`src/rtl/servo_slew_ctrl.sv`:
```
// APB3 servo slew controller: moves the commanded pulse width toward a target
// by at most one step per servo frame and flags completion with an interrupt.
module servo_slew_ctrl #(
    parameter int FRAME_CYCLES = 2000000,
    parameter int MIN_WIDTH    = 50000,
    parameter int MAX_WIDTH    = 250000,
    parameter int RESET_WIDTH  = 90000
) (
    input  logic        PCLK,
    input  logic        PRESET,
    input  logic        PSEL,
    input  logic        PENABLE,
    input  logic        PWRITE,
    input  logic [31:0] PADDR,
    input  logic [31:0] PWDATA,
    output logic [31:0] PRDATA,
    output logic        PREADY,
    output logic        PSLVERR,
    output logic [23:0] width,
    output logic        width_strobe,
    output logic        FABINT
);

    localparam int CNT_W = (FRAME_CYCLES > 1) ? $clog2(FRAME_CYCLES) : 1;
    localparam logic [CNT_W-1:0] CNT_LAST = CNT_W'(FRAME_CYCLES - 1);
    localparam logic [23:0] MIN_W   = 24'(MIN_WIDTH);
    localparam logic [23:0] MAX_W   = 24'(MAX_WIDTH);
    localparam logic [23:0] RESET_W = 24'(RESET_WIDTH);

    localparam logic [0:0] ST_IDLE   = 1'b0;
    localparam logic [0:0] ST_MOVING = 1'b1;

    localparam logic [2:0] A_TARGET  = 3'd0;
    localparam logic [2:0] A_STEP    = 3'd1;
    localparam logic [2:0] A_CTRL    = 3'd2;
    localparam logic [2:0] A_STATUS  = 3'd3;
    localparam logic [2:0] A_CURRENT = 3'd4;

    function automatic logic [23:0] clamp_width(input logic [23:0] v);
        if (v < MIN_W) begin
            return MIN_W;
        end else if (v > MAX_W) begin
            return MAX_W;
        end else begin
            return v;
        end
    endfunction

    logic [CNT_W-1:0] count_r;
    logic [23:0]      target_r;
    logic [15:0]      step_r;
    logic             enable_r;
    logic             irq_en_r;
    logic             done_r;
    logic [0:0]       state_r;
    logic [23:0]      width_r;
    logic             strobe_r;

    logic        tick_s;
    logic [2:0]  addr_s;
    logic        bad_addr_s;
    logic        wr_ok_s;
    logic        up_s;
    logic [24:0] diff_s;
    logic        near_s;
    logic [0:0]  state_n_s;
    logic [23:0] width_n_s;
    logic        strobe_n_s;
    logic        done_set_s;
    logic [31:0] rdata_s;

    assign tick_s     = (count_r == CNT_LAST);
    assign addr_s     = PADDR[4:2];
    assign bad_addr_s = (addr_s > 3'd4);
    assign wr_ok_s    = PSEL & PENABLE & PWRITE & ~bad_addr_s;

    // Distance to target in 25 bits so the compare can never wrap.
    assign up_s   = ({1'b0, target_r} > {1'b0, width_r});
    assign diff_s = up_s ? ({1'b0, target_r} - {1'b0, width_r})
                         : ({1'b0, width_r} - {1'b0, target_r});
    assign near_s = (step_r == 16'd0) || (diff_s <= {9'd0, step_r});

    // Free-running frame counter producing one tick per frame.
    always_ff @(posedge PCLK or posedge PRESET) begin
        if (PRESET) begin
            count_r <= '0;
        end else if (tick_s) begin
            count_r <= '0;
        end else begin
            count_r <= count_r + CNT_W'(1);
        end
    end

    // Slew state machine next-state and width update.
    always_comb begin
        state_n_s  = state_r;
        width_n_s  = width_r;
        strobe_n_s = 1'b0;
        done_set_s = 1'b0;
        case (state_r)
            ST_IDLE: begin
                if (enable_r && (width_r != target_r)) begin
                    state_n_s = ST_MOVING;
                end else begin
                    state_n_s = ST_IDLE;
                end
            end
            ST_MOVING: begin
                if (!enable_r) begin
                    state_n_s = ST_IDLE;
                end else if (tick_s) begin
                    strobe_n_s = 1'b1;
                    if (near_s) begin
                        width_n_s  = target_r;
                        done_set_s = 1'b1;
                        state_n_s  = ST_IDLE;
                    end else if (up_s) begin
                        width_n_s = width_r + {8'd0, step_r};
                    end else begin
                        width_n_s = width_r - {8'd0, step_r};
                    end
                end else begin
                    state_n_s = ST_MOVING;
                end
            end
            default: begin
                state_n_s = ST_IDLE;
            end
        endcase
    end

    // Slew state, commanded width and change strobe.
    always_ff @(posedge PCLK or posedge PRESET) begin
        if (PRESET) begin
            state_r  <= ST_IDLE;
            width_r  <= RESET_W;
            strobe_r <= 1'b0;
        end else begin
            state_r  <= state_n_s;
            width_r  <= width_n_s;
            strobe_r <= strobe_n_s;
        end
    end

    // Firmware-visible configuration registers.
    always_ff @(posedge PCLK or posedge PRESET) begin
        if (PRESET) begin
            target_r <= RESET_W;
            step_r   <= 16'd1;
            enable_r <= 1'b0;
            irq_en_r <= 1'b0;
        end else if (wr_ok_s) begin
            case (addr_s)
                A_TARGET: target_r <= clamp_width(PWDATA[23:0]);
                A_STEP:   step_r   <= PWDATA[15:0];
                A_CTRL: begin
                    enable_r <= PWDATA[0];
                    irq_en_r <= PWDATA[1];
                end
                default: begin
                    target_r <= target_r;
                end
            endcase
        end else begin
            target_r <= target_r;
        end
    end

    // Sticky completion flag; a set on the same cycle as a W1C wins.
    always_ff @(posedge PCLK or posedge PRESET) begin
        if (PRESET) begin
            done_r <= 1'b0;
        end else if (done_set_s) begin
            done_r <= 1'b1;
        end else if (wr_ok_s && (addr_s == A_STATUS) && PWDATA[1]) begin
            done_r <= 1'b0;
        end else begin
            done_r <= done_r;
        end
    end

    // Combinational read mux, driven only while selected.
    always_comb begin
        rdata_s = 32'd0;
        if (PSEL) begin
            case (addr_s)
                A_TARGET:  rdata_s = {8'd0, target_r};
                A_STEP:    rdata_s = {16'd0, step_r};
                A_CTRL:    rdata_s = {30'd0, irq_en_r, enable_r};
                A_STATUS:  rdata_s = {30'd0, done_r, (state_r == ST_MOVING)};
                A_CURRENT: rdata_s = {8'd0, width_r};
                default:   rdata_s = 32'd0;
            endcase
        end else begin
            rdata_s = 32'd0;
        end
    end

    assign PRDATA       = rdata_s;
    assign PREADY       = 1'b1;
    assign PSLVERR      = PSEL & PENABLE & bad_addr_s;
    assign width        = width_r;
    assign width_strobe = strobe_r;
    assign FABINT       = done_r & irq_en_r;

endmodule

```
`config.mk`:
```
export PLATFORM = sky130hd
export DESIGN_NAME = servo_slew_ctrl
export DESIGN_NICKNAME = d
export VERILOG_FILES = /design/src/rtl/servo_slew_ctrl.sv
export SDC_FILE = /design/constraint.sdc
export NUM_CORES = 1
export LEC_CHECK = 0
export CORE_ASPECT_RATIO = 1.25
export CORE_UTILIZATION = 45
export DETAILED_ROUTE_END_ITERATION = 12
export PLACE_DENSITY = 0.68
export SYNTH_ARGS = -nofsm -noshare
export SYNTH_HDL_FRONTEND = slang
export SYNTH_SLANG_ARGS = --single-unit
export TNS_END_PERCENT = 1
```
`constraint.sdc`:
```
create_clock -name PCLK -period 10.35 [get_ports PCLK]
set_input_delay 2.07 -clock PCLK [delete_from_list [all_inputs] [get_ports PCLK]]
set_output_delay 2.07 -clock PCLK [all_outputs]
set_load 0.05 [all_outputs]
```
==> metrics.txt <==
status finished, final reports clean; final-report hold violation count 0; required time of the critical path 10.57 ns; grt total ovfl 0; vias in the first global route 8,241; Ys Warns 0; DR DRC count 0; Synth area leader dfrtp_1; worst slew pin tran 1.04 ns; top cells by area, synth dfrtp_1 20%, ha_1 12%, dfstp_2 5.5%; Post-synth EDFFs 0; Slew Viols, Final 0; most frequent cell after synthesis nand2_1; min Tclk post-route 7.35 ns; FMAX 136 MHz; root buffer cell clkbuf_16; largest net degree at the start of global routing 75; dominant synthesized flop cell dfrtp_1; antenna cells 0; Antenna Nets Post-Route 0; Num CTS Buffers 9; pwr dens 158 nW/um2; CTS Buffer Depth 2; Arrival @ worst endpoint 7.56 ns; Syn Area/Cell 7.80 um2; via count 8,684; port bufs 82; Util after Layout 52.9%; Worst path slowest cell a21oi_4; Final WS setup 3.00 ns; max incr delay on CP 0.64 ns; initial antenna violation count 0; # setup viols final 0; Rows 57; post-synthesis register bit count 90; Clock transition at path regs 0.08 ns; area delta synth->final 14.1%; GRT Total Usage 27.0%; pre-CTS setup slack 3.15 ns; Initial Utilization 46.4%; clk_skew 0.0100 ns; 1st-iter DRT viols 585; cell count after synthesis 1,165; io pins 129; Synth cell types 70; ys async rst share 100%; Core Area 19,600 um2; synthesized area 9090 um2; met2 GRT Util 45.7%; estimated wirelength of the detail-placed design 20,700 um; Seq/Total Area, Yosys 25.0%; Clock Sinks 90; Peak VDD IR 84.6 uV; leakage 4.71 nW; CP most frequent cell a21oi_1; post-cts resize count 0; final hold slack 0.473 ns; Setup Fix Bufs, Post-CTS 0; WL per Instance 18.5 um; CTS tree built; min-delay worst type reg -> reg; Vert. Die Dim 161 um; DIE AREA 20,800 um2; GR Util met1 34.7%; final worst-path cycle share 71.0%; CTS Hold Bufs 0; slew margin rel. 30.3%; share of post-route cells with drive strength above 1 5.41%; met3 usage in global routing 2.66%; die width 129 um; drt total wl 27,400 um; sum of negative setup slack 0 ns; gr busiest metal met2; commonest cells in the netlist 114 x nand2_1, 108 x nor2_1, 92 x a21oi_1, 89 x ha_1, 86 x inv_1; RSZ-0062 raised after global routing false; Worst setup EP type flop; DR vias/cell 5.85; Crit Path Class reg -> reg; worst-skew pair later-pin latency 0.37 ns; Max Cap Viol 0; Startpoint Class flop; Detailed Routing Iterations Pass 1 5; first-pass GRT wire length 43,700 um; total power 1.64 mW; CP Max Fanout 20; gpl congestion 0.929; Max H-tree Level 3; net total in the final layout 1,376; post-synth top area share 19.5%
==> state kept, by name, summed over array words and instances (netlist names) <==
name	count
width	24
done_r	1
step_r	16
target_r	24
count_r	21
width_strobe	1
enable_r	1
state_r	1
irq_en_r	1
==> layout by cell type (no fill, tap or decap), types with 27 or more instances in the layout <==
master           instances
mux2i_1                 44
nand3_1                 28
ha_1                    89
o21ai_0                 72
a21oi_1                 91
inv_1                   85
a21o_1                  27
nor2_1                 108
dfrtp_1                 71
nand2_1                114
xnor2_1                 47
clkdlybuf4s50_1         81
==> report_power, final <==
part,switching (mW),total [mW],internal (mW)
Sequential,0.0471,0.441,0.394
Clock,0.169,0.340,0.170
Combinational,0.509,0.855,0.346
Total,0.725,1.64,0.910
==> cells by family after synthesis <==
kind of cell             after synthesis  share of synthesized area, %
multiplexers                          52                          5.84
adder cells (fa/ha/maj)               92                          12.9
flip-flops                            90                          25.0
other                                  2                        0.0826
AND/OR/NAND/NOR                      382                          19.9
AO/OA/AOI/OAI                        332                          22.7
XOR/XNOR                              69                          6.65
buffers and inverters                146                          6.83
==> per-layer routing <==
layer	vias to the layer above	wire, um
li1	4229	-
met1	4161	11900
met2	250	13600
met3	44	1070
met4	0	816
met5	-	0
==> final timing paths <==
| path | startpoint | cells after the start | slack, ns | end |
|---|---|---|---|---|
| worst max-delay path | width[1] | 27 | 3.00 | width[17] |
| worst min-delay path | count_r[6] | 1 | 0.47 | count_r[6] |
| worst max register to register | width[1] | 27 | 3.00 | width[17] |
| worst min register to register | count_r[6] | 1 | 0.47 | count_r[6] |
| max in group asynchronous | PRESET | 3 | 7.08 | count_r[20] |
| min in group asynchronous | PRESET | 2 | 1.97 | step_r[10] |
==> layout make-up <==
type                    instances  area [um2]
fillers                      1904        9240
multi-input cells             936        6260
flip-flops and latches         90        2280
repair buffers                 92         891
well taps                     265         332
inverters                      86         324
clock buffers                   9         225
clock inverters                 7        68.8
==> worst max-delay path, delay by kind of cell, from the launching register on <==
family	cells	cell delay, ns
fa+ha+maj	2	0.66
simple gates	8	1.42
compound gates	13	3.52
xor+xnor	1	0.08
flops	1	0.52
buf+inv	3	0.96
==> metrics by stage <==
step | area [um2] | instances
3_3_place_gp | 10100 | 1469
6_report | 10400 | 1485
5_1_grt | 10400 | 1485
3_5_place_dp | 10100 | 1469
2_1_floorplan | 9120 | 1172
4_1_cts | 10400 | 1485
Power figures use the tool's default switching activity.
==> variant 1: new RTL, same flow settings <==
Make the reset (`PRESET`) synchronous in 4 clocked blocks.
--- a/src/rtl/servo_slew_ctrl.sv
+++ b/src/rtl/servo_slew_ctrl.sv
@@ -82,5 +82,5 @@
 
     // Free-running frame counter producing one tick per frame.
-    always_ff @(posedge PCLK or posedge PRESET) begin
+    always_ff @(posedge PCLK) begin
         if (PRESET) begin
             count_r <= '0;
@@ -131,5 +131,5 @@
 
     // Slew state, commanded width and change strobe.
-    always_ff @(posedge PCLK or posedge PRESET) begin
+    always_ff @(posedge PCLK) begin
         if (PRESET) begin
             state_r  <= ST_IDLE;
@@ -144,5 +144,5 @@
 
     // Firmware-visible configuration registers.
-    always_ff @(posedge PCLK or posedge PRESET) begin
+    always_ff @(posedge PCLK) begin
         if (PRESET) begin
             target_r <= RESET_W;
@@ -168,5 +168,5 @@
 
     // Sticky completion flag; a set on the same cycle as a W1C wins.
-    always_ff @(posedge PCLK or posedge PRESET) begin
+    always_ff @(posedge PCLK) begin
         if (PRESET) begin
             done_r <= 1'b0;
Check against the original RTL: differs if PRESET is asserted again (counterexample within 4 cycles, from zero or initial values and one cycle with PRESET high); with PRESET held inactive, the same outputs for 4 cycles.
==> variant 1 against the unedited design <==
- final area fell by 1.4%
- global-route usage rose by 1.7 points
- sequential cell count did not move
- wire length rose by 6.0%
- area after synthesis fell by 0.65%
- worst hold slack improved by 0.0059 ns
- first-iteration DRC count fell by 19%
- worst setup slack improved by 0.12 ns
- critical path type unchanged
Power is not compared: it rests on default switching activity, and its combinational part moved more than twofold at a synthesized area within 25%.
==> variant 1: results (changes against the unedited design) <==
outcome=complete, no violations; layout cells sized above 1=4.53% (-0.88 points); GRT met1 Usage=36.1% (+1.3 points); grt met2 use=47.1% (+1.4 points); Synth Area in Compound Gates=25.2% (+2.4 points); hpwl dp=22.3 mm (+7.7%); Worst path slowest cell=or4_4; Clock Skew=0.0111 ns (+0.00107 ns); Final nets=1437 (+4.4%); adder-cell share of the synthesized area=13.0% (+0.084 points); Seq/Total Area, Yosys=19.9% (-5.1 points); XOR/XNOR share of the synthesized area=6.88% (+0.24 points); final worst slack=3.12 ns (+0.125 ns); DP Worst Slack=3.28 ns (+0.129 ns); M3 GR Usage=4.43% (+1.8 points); fraction of area in multi-input gates=64.2% (+3.8 points); delay-heaviest family, CP=simple AND/OR/NAND/NOR gates; Final GP Congestion=0.933 (+0.43%); met1 WL=12.3 mm (+2.8%); synth top area cells=dfxtp_1, ha_1, a21oi_1; invs w/o clock=84 (-2.3%); drt initial violations=473 (-19%); Max-slew headroom=27.4% (-2.9 points); clk cell area share=3.18% (+0.34 points); Fillers=1946 (+2.2%); clk_buf instances=10 (+1); top_reg_cell synth=dfxtp_1; Worst Reg-to-Reg Cells=23 (-15%); first-pass GRT wire length=46.2 mm (+5.7%); total routed wirelength=29.1 mm (+6.0%); post-place instance area=0.00991 sq mm (-1.7%); ys async rst share=0% (-100 points); syn avg cell area=7.28 sq um (-6.7%); FFs & Latches=90 (unchanged); Buffers, non-clock=93 (+1.1%); fin cells=1546 (+4.1%); Reg2Reg Capture Point=width[9]; comb_multi_in=998 (+6.6%); share of synthesized area spent on multiplexers=3.82% (-2.0 points); worst r2r src=width[11]; via count=9290 (+7.0%); wire length on met2=13.8 mm (+1.3%); Seq area share=17.6% (-4.3 points); CP peak stage delay=0.62 ns (-0.02 ns); CP arrival=7.44 ns (-0.12 ns); buffering overhead=8.73% (+0.14 points)
variant 1: changes by cell type after synthesis, sizes merged, moves of 18 or more:
cell,unedited run,this run
dfrtp,71,0
dfstp,19,0
o21ai,92,57
nor3,16,36
dfxtp,0,90
nor2,108,147
a21oi,93,111
variant 1: power breakdown:
| group | switching [W] | internal, W | leakage [nW] |
|---|---|---|---|
| Clock | 0.000154 | 0.000215 | 0.156 |
| Combinational | 0.000185 | 0.000109 | 3.19 |
| Sequential | 0.00000250 | 0.000348 | 0.726 |
variant 1: worst min-delay path by stage:
stage	start	endpoint	slack, ns	cells past startpoint
2_1_floorplan	count_r[0]	count_r[0]	0.43	1
3_3_place_gp	count_r[0]	count_r[0]	0.44	1
3_5_place_dp	step_r[8]	step_r[8]	0.47	2
4_1_cts	step_r[8]	step_r[8]	0.48	2
5_1_grt	count_r[0]	count_r[0]	0.50	1
6_report	count_r[0]	count_r[0]	0.48	1
==> variant 2: new RTL, config.mk and constraints unchanged <==
Made on the original files. Change the parameter `FRAME_CYCLES` from 2000000 to 4000000.
--- a/src/rtl/servo_slew_ctrl.sv
+++ b/src/rtl/servo_slew_ctrl.sv
@@ -2,5 +2,5 @@
 // by at most one step per servo frame and flags completion with an interrupt.
 module servo_slew_ctrl #(
-    parameter int FRAME_CYCLES = 2000000,
+    parameter int FRAME_CYCLES = 4000000,
     parameter int MIN_WIDTH    = 50000,
     parameter int MAX_WIDTH    = 250000,
Formal check against the unedited RTL: no difference found for any inputs over 4 cycles, from zero or initial values and one cycle with PRESET high; that may be too few to reach the edited logic, so the function may still have changed.
==> variant 2 against the unedited design <==
- worst setup slack gained 0.42 ns
- wire length down 3.3%
- total power increased by 4.2%
- sequential share of layout area rose by 0.59 points
- cell count down 3.2%
- clock power is 6.8% higher
- global-route usage shrank 0.31 points
- first-iteration DRC count decreased by 2.2%
- area after synthesis down 2.0%
- final area decreased by 1.6%
- worst hold slack improved by 0.0073 ns
- sequential cell count grew 1
- count of clock-buffer cells in the layout is the same
- critical endpoint is now PRDATA[1]
- largest power group unchanged
- highest routed layer unchanged
==> variant 2: results (changes against the unedited design) <==
Hold WS=0.480 ns (+0.00726 ns); core area=0.0194 sq mm (-1.1%); Reg2Reg Capture Point=width[22]; peak supply drop=0.0897 mV (+6.0%); Buffers, non-clock=94 (+2.2%); fin cells=1438 (-3.2%); Worst Min Path Start=count_r[4]; synth top area cells=dfrtp_1, ha_1, dfstp_2; drt wl/cell=18.4 um (-0.11%); slew at the pin with the worst max-slew slack=1.19 ns (+0.151 ns); synth cell count leaders=nand2_1, nor2_1, a21oi_1; first-pass GRT wire length=42.7 mm (-2.3%); Post-Synthesis Cells=1110 (-4.7%); Worst path slowest cell=clkdlybuf4s50_1; CP peak stage delay=0.81 ns (+0.17 ns); comb_multi_in=892 (-4.7%); Hold WC Path Type=reg -> reg; clk cell area share=3.10% (+0.27 points); FFs & Latches=91 (+1.1%); post-place instance area=0.00989 sq mm (-1.8%); Max FO, Critical Path=23 (+15%); Seq area share=22.5% (+0.59 points); drt initial violations=572 (-2.2%); Clock Skew=0.00888 ns (-0.00112 ns); GRT Total Usage=26.7% (-0.31 points); Final nets=1329 (-3.4%); CP arrival=4.86 ns (-2.70 ns); Final GP Congestion=0.907 (-2.3%); Seq/Total Area, Yosys=25.8% (+0.78 points); vias in the first global route=8127 (-1.4%); Pleak=4.41 nW (-6.4%); delay-heaviest family, CP=buffers and inverters; layout cells sized above 1=6.99% (+1.6 points); DP Worst Slack=3.43 ns (+0.277 ns); outcome=complete, no violations; vias per cell=5.81 (-0.58%); Fillers=1895 (-0.47%); hpwl dp=20.0 mm (-3.3%); largest net degree at the start of global routing=57 (-24%); Worst Reg-to-Reg Cells=24 (-11%); worst r2r src=width[10]; invs w/o clock=80 (-7.0%)
## variant 2: cells by family (layout without fill, tap and decap cells)
logic type / count (synthesis) / after routing / synth area share [%]
mux: 55 / 55 / 6.36
flops: 91 / 91 / 25.8
xor+xnor: 68 / 68 / 6.68
fa+ha+maj: 92 / 92 / 13.2
compound gates: 315 / 315 / 22.3
buf+inv: 134 / 190 / 6.89
simple gates: 353 / 353 / 18.7
other cells: 2 / 9 / 0.0843
## variant 2: how the worst max path moves through the flow
stage,to
2_1_floorplan,width[23]
3_3_place_gp,PRDATA[1]
3_5_place_dp,PRDATA[1]
4_1_cts,PRDATA[1]
5_1_grt,PRDATA[1]
6_report,PRDATA[1]
## variant 2: worst reg2reg max path, cell delays in order, from the launching register on
cell and delay [ns]:
dfstp_2 0.59, inv_1 0.06, ha_1 0.40, a21o_1 0.27
a31oi_4 0.24, o2bb2ai_2 0.09, o31ai_2 0.34, and2_1 0.23
a21o_1 0.25, buf_4 0.35, nor2_1 0.10, xnor2_1 0.13
ha_1 0.34, nor2b_1 0.18, o31a_1 0.28, o2111ai_1 0.33
a21oi_1 0.22, o41ai_1 0.62, a21oi_1 0.27, o2111ai_1 0.31
a21boi_0 0.20, a221oi_1 0.36, xnor2_1 0.16, mux2i_1 0.09
o21ai_1 0.15
## variant 2: per-layer routing
layer | global-route usage [%] | routed length (um) | vias up
met5 | 0 | 0 | -
met4 | 11.0 | 998 | 0
met3 | 3.73 | 953 | 54
met2 | 46.0 | 13200 | 224
met1 | 33.2 | 11400 | 4063
li1 | - | - | 4019
## variant 2: power by group
part | switching, W | leakage [nW] | internal (W)
sequential | 0.0000467 | 1.11 | 0.000398
clock | 0.000168 | 0.154 | 0.000195
combinational | 0.000521 | 3.15 | 0.000374
